===== config.mk =====
export PLATFORM = sky130hd
export DESIGN_NAME = wave_meter
export DESIGN_NICKNAME = d
export VERILOG_FILES = /design/src/rtl/wave_meter.sv
export SDC_FILE = /design/constraint.sdc
export NUM_CORES = 1
export LEC_CHECK = 0
export CORE_MARGIN = 5
export CORE_UTILIZATION = 40
export CTS_BUF_LIST = sky130_fd_sc_hd__clkbuf_2
export CTS_CLUSTER_DIAMETER = 60
export DETAILED_ROUTE_END_ITERATION = 8
export GPL_TIMING_DRIVEN = 0
export SLEW_MARGIN = 10
export SYNTH_ARGS = -nofsm -noshare
export SYNTH_HDL_FRONTEND = slang
export SYNTH_SLANG_ARGS = --single-unit

===== constraint.sdc =====
create_clock -name clk -period 6 [get_ports clk]
set_input_delay 1.2 -clock clk [delete_from_list [all_inputs] [get_ports clk]]
set_output_delay 1.2 -clock clk [all_outputs]
set_load 0.02 [all_outputs]

===== src/rtl/wave_meter.sv =====
// Purpose: measures period and min/max peaks of a sampled waveform using hysteresis rising-crossing detection.
// Latency: results register on the edge that samples the closing crossing; meas_valid is high for the following cycle.
// Backpressure: none; sample_en qualifies each input sample and the outputs cannot be stalled.
module wave_meter #(
  parameter int unsigned THRESH_HI = 192,
  parameter int unsigned THRESH_LO = 64,
  parameter int unsigned PERIOD_W  = 16
) (
  input  logic                clk,
  input  logic                rst,
  input  logic [7:0]          sample_in,
  input  logic                sample_en,
  output logic [PERIOD_W-1:0] period,
  output logic [7:0]          peak_max,
  output logic [7:0]          peak_min,
  output logic                meas_valid,
  output logic                locked,
  output logic                overflow
);

  localparam logic [7:0] HI = 8'(THRESH_HI);
  localparam logic [7:0] LO = 8'(THRESH_LO);

  typedef enum logic [1:0] {
    SEEK = 2'd0,
    LOW  = 2'd1,
    HIGH = 2'd2
  } state_t;

  state_t              state, state_nxt;
  logic [PERIOD_W-1:0] cnt;
  logic [7:0]          run_max;
  logic [7:0]          run_min;
  logic                win_open;

  logic                is_lo;
  logic                is_hi;
  logic                cnt_full;
  logic                rise;
  logic                timeout;

  assign is_lo    = (sample_in <= LO);
  assign is_hi    = (sample_in >= HI);
  assign cnt_full = &cnt;

  // State register; only the next-state logic decides whether an edge is enabled.
  always_ff @(posedge clk or negedge rst) begin
    if (!rst) state <= SEEK;
    else      state <= state_nxt;
  end

  // Next-state decode: hysteresis crossings and counter-saturation timeout.
  always_comb begin
    state_nxt = state;
    rise      = 1'b0;
    timeout   = 1'b0;
    if (sample_en) begin
      case (state)
        SEEK: begin
          if (is_lo) state_nxt = LOW;
        end
        LOW: begin
          if (is_hi) begin
            rise      = 1'b1;
            state_nxt = HIGH;
          end else if (cnt_full) begin
            timeout = 1'b1;
          end
        end
        HIGH: begin
          if (is_lo) state_nxt = LOW;
          // Nothing seen in HIGH is a crossing, so a full counter always times out.
          if (cnt_full) timeout = 1'b1;
        end
        default: state_nxt = SEEK;
      endcase
      if (timeout) state_nxt = SEEK;
    end
  end

  // Window counter, running extremes and registered results.
  always_ff @(posedge clk or negedge rst) begin
    if (!rst) begin
      cnt        <= '0;
      run_max    <= 8'h00;
      run_min    <= 8'hFF;
      win_open   <= 1'b0;
      period     <= '0;
      peak_max   <= 8'h00;
      peak_min   <= 8'hFF;
      meas_valid <= 1'b0;
      locked     <= 1'b0;
      overflow   <= 1'b0;
    end else begin
      meas_valid <= 1'b0;
      if (rise) begin
        // The crossing sample starts the new window and is excluded from the one it closes.
        cnt      <= PERIOD_W'(1);
        run_max  <= sample_in;
        run_min  <= sample_in;
        win_open <= 1'b1;
        if (win_open) begin
          period     <= cnt;
          peak_max   <= run_max;
          peak_min   <= run_min;
          meas_valid <= 1'b1;
          locked     <= 1'b1;
          overflow   <= 1'b0;
        end
      end else if (timeout) begin
        // Period too long to count: drop the window, keep the last results.
        cnt      <= '0;
        win_open <= 1'b0;
        overflow <= 1'b1;
        locked   <= 1'b0;
      end else if (sample_en && state != SEEK) begin
        cnt <= cnt + PERIOD_W'(1);
        if (sample_in > run_max) run_max <= sample_in;
        if (sample_in < run_min) run_min <= sample_in;
      end
    end
  end

endmodule


==> run_results.csv <==
group,metric,value,unit
status,status,"finished clean",
power_and_ir_drop,total_power,1.69,mW
grt,grt_pass1_vias,2808,
worst_setup_path,crit_chain,"clkdlybuf4s50_1 -> and3_2 -> and2_1 -> clkbuf_1 -> nand2_1 -> clkbuf_1 -> clkbuf_1 -> nand2_1 -> o21ai_0",
worst_setup_path,crit_required,6.44,ns
route,wl_per_cell,16.1,um
clocking,insertion_delay,0.51,ns
die,core-area,0.00876,mm2
worst_setup_path,path_max_fanout,10,
synthesis,synth_area_per_cell,10.8,um2
sta,setup_viol,0,
die,die_h,105,um
job,drv_cap,0,
route,drc_errors,0,
synthesis,synth_compound_area_share,12.2,%
grt,antenna_found_initial,0,
sta,setup_tns,0,ns
grt,grt_usage,15.7,%
synthesis,synth_edf_count,0,
sta,fmax,296,MHz
clocking,post-cts-setup-buffers,0,
synthesis,synth_xor_area_share,3.65,%
hold_path,hp-class,"flop to flop",
grt,grt_pass1_wl,14000,um
route,drtIter0Drc,93,
route,vias_per_cell,5.26,
die,die_w,105,um
sta,relSlewSlack,56.0,%
clocking,cts_tree,"yes",
synthesis,ys_ff_latch,70,
worst_setup_path,cp.arrival,3.82,ns
clocking,htreeDepth,3,
synthesis,ys_seq_area_share,49.2,%
power_and_ir_drop,switching_power,634,uW
clocking,clkTransAtPathRegs,0.20,ns
placed_design,routabilityCongestion,0.842,
layout,antennaDiodeCount,0,
clocking,cts.repair.resized,0,
clocking,numCtsBuffers,9,
worst_setup_path,cp-start-kind,"input port",
sta,slew_viol_final,0,
synthesis,syn_nets,365,
power_and_ir_drop,power_frac_clock,16.6,%
synthesis,yosys.area_share.simple,12.8,%
synthesis,synth_ff_type,"dfrtp_1",
clocking,cts.sinks,70,
layout,drive_gt1_share,18.4,%
synthesis,ys_types,45,
layout,fillers,806,
die,die_area,0.0110,mm2
placed_design,dpl.hpwl,5800,um
route,postRouteAntennaNets,0,
worst_setup_path,end_kind,"flop",
sta,finalHoldViolations,0,
synthesis,async_flop_share,100,%
layout,fin_nets,422,
worst_setup_path,critPathSlowestCell,"clkdlybuf4s50_1",
synthesis,synth_fa_ha_area_share,6.95,%
power_and_ir_drop,p_sw_share,37.4,%
die,pin_count,46,
die,core.rowCount,34,
clocking,cts_root_buf,"clkbuf_2",
synthesis,syn_inst,334,
sta,worstMarginPinSlew,0.659,ns
layout,areaGrowthSynthToFinish,20.0,%
route,wirelength,8140,um
worst_setup_path,crit_type,"input port to flop",
power_and_ir_drop,power.leakage,2.00,nW
clocking,ctsHoldBuffers,0,
synthesis,netlist_area,0.00360,mm2
route,dr_total_vias,2652,
sta,period_needed,3.38,ns
grt,grt_remaining_overflow,0,
sta,finClkSkew,0.0195,ns
sta,fin_crit_sh,56.3,%
die,start_util,41.1,%
worst_setup_path,path_buf_inv,4,
power_and_ir_drop,p_seq_share,42.6,%
placed_design,port_buffers,45,
grt,grt_max_degree,40,
power_and_ir_drop,p_per_area,392,mW/mm2
clocking,max-clock-path-buffers,2,
synthesis,muxShareOfSynthArea,10.8,%
power_and_ir_drop,ir_worst_vdd,0.145,mV
power_and_ir_drop,internal_power,1.06,mW
route,firstDrtPassIters,4,
layout,final_common_cell,"dfrtp_1",
layout,final_cell_mix,"dfrtp_1 (54), nand2_1 (50), clkdlybuf4s50_1 (44)",
worst_setup_path,critPathTopFamily,"buffers and inverters",
sta,rsz0062_at_grt,"no",
power_and_ir_drop,power_frac_comb,40.9,%
synthesis,yosysWarningCount,0,
worst_setup_path,max_stage_delay,0.56,ns
synthesis,synth_top_family_by_area,"simple AND/OR/NAND/NOR gates",
worst_setup_path,crit_top_cell,"clkbuf_1",
-- routing by layer --
layer | GRT usage (%) | share of wire (%) | vias up
met5 | 0 | 0 | -
met4 | 4.75 | 1.3 | 0
met3 | 4.32 | 4.7 | 8
met2 | 25.9 | 50 | 65
met1 | 20.1 | 44 | 1295
li1 | - | - | 1284
-- worst min-delay path: cells and delay by family, from the launching register on --
kind,cells,cell delay [ns]
AO/OA/AOI/OAI,1,0.06
flip-flops,1,0.41
AND/OR/NAND/NOR,1,0.04
-- state kept, by name, summed over array words and instances, names as in the netlist --
| signal | flops |
|---|---|
| win_open | 1 |
| locked | 1 |
| run_max | 8 |
| overflow | 1 |
| cnt | 16 |
| state | 2 |
| peak_min | 8 |
| peak_max | 8 |
| meas_valid | 1 |
| period | 16 |
| run_min | 8 |
-- metrics by stage --
| stage | hold slack (ns) | area (um2) | utilization [%] | worst slack (ns) | cells |
|---|---|---|---|---|---|
| 2_1_floorplan | 0.447 | 3600 | - | 3.18 | 334 |
| 3_3_place_gp | 0.461 | 4190 | 47.8 | 1.27 | 487 |
| 3_5_place_dp | 0.468 | 4200 | 48.0 | 2.08 | 488 |
| 4_1_cts | 0.498 | 4320 | 49.3 | 2.63 | 504 |
| 5_1_grt | 0.526 | 4320 | 49.3 | 2.40 | 504 |
| 6_report | 0.491 | 4320 | 49.3 | 2.62 | 504 |
-- power by group through the flow --
stage	clock network [mW]	logic, mW	registers, mW
floorplan	0	0.355	0.807
global placement	0	0.685	0.728
detailed placement	0	0.702	0.733
CTS	0.290	0.705	0.723
global route	0.310	0.767	0.741
finish	0.280	0.692	0.721
-- cell usage after synthesis (2+ instances only) --
| master | number | area [um2] |
|---|---|---|
| o32ai_1 | 3 | 26.3 |
| buf_6 | 2 | 22.5 |
| inv_1 | 22 | 82.6 |
| a311o_1 | 8 | 80.1 |
| clkbuf_1 | 7 | 26.3 |
| ha_1 | 20 | 250 |
| and3_1 | 2 | 12.5 |
| dfrtp_1 | 54 | 1350 |
| xnor2_1 | 3 | 26.3 |
| a21oi_1 | 7 | 35.0 |
| and2_1 | 3 | 18.8 |
| nor2_1 | 19 | 71.3 |
| nand2_1 | 50 | 188 |
| mux2i_1 | 13 | 130 |
| xor2_1 | 12 | 105 |
| nor3_1 | 3 | 15.0 |
| mux2_2 | 23 | 259 |
| dfstp_2 | 16 | 420 |
| and4_1 | 3 | 26.3 |
| nand4_1 | 5 | 31.3 |
| buf_2 | 4 | 20.0 |
| o21ai_0 | 18 | 90.1 |
| nor2b_1 | 2 | 12.5 |
| o31ai_1 | 6 | 45.0 |
| o211ai_1 | 4 | 30.0 |
| a21oi_4 | 2 | 32.5 |
| nand3_1 | 5 | 25.0 |
-- final timing paths --
check | startpoint | endpoint | slack (ns) | cells after the start
min in group asynchronous | rst | peak_max[2]$_DFFE_PN0P_ | 0.58 | 1
worst max register to register | state[1]$_DFFE_PN0P_ | overflow$_DFFE_PN0P_ | 3.26 | 10
max in group asynchronous | rst | peak_min[0]$_DFFE_PN1P_ | 4.81 | 2
worst min register to register | peak_min[4]$_DFFE_PN1P_ | peak_min[4]$_DFFE_PN1P_ | 0.49 | 2
worst min-delay path | peak_min[4]$_DFFE_PN1P_ | peak_min[4]$_DFFE_PN1P_ | 0.49 | 2
worst max-delay path | sample_in[7] | overflow$_DFFE_PN0P_ | 2.62 | 9
-- area by class of cell --
cell class              count  area [um2]  share of cell area [%]
flip-flops and latches     70        1770                    41.0
multi-input cells         228        1670                    38.6
repair buffers             46         468                    10.8
well taps                 108         135                    3.13
inverters                  22        82.6                    1.91
plain buffers              14        76.3                    1.77
clock inverters             7        73.8                    1.71
clock buffers               9        45.0                    1.04
-- cells by family after synthesis --
group / count (synthesis)
AO/OA/AOI/OAI: 58
XOR/XNOR: 15
adder cells (fa/ha/maj): 20
buffers and inverters: 36
flip-flops: 70
multiplexers: 36
AND/OR/NAND/NOR: 99
(Power assumes the default switching activity.)
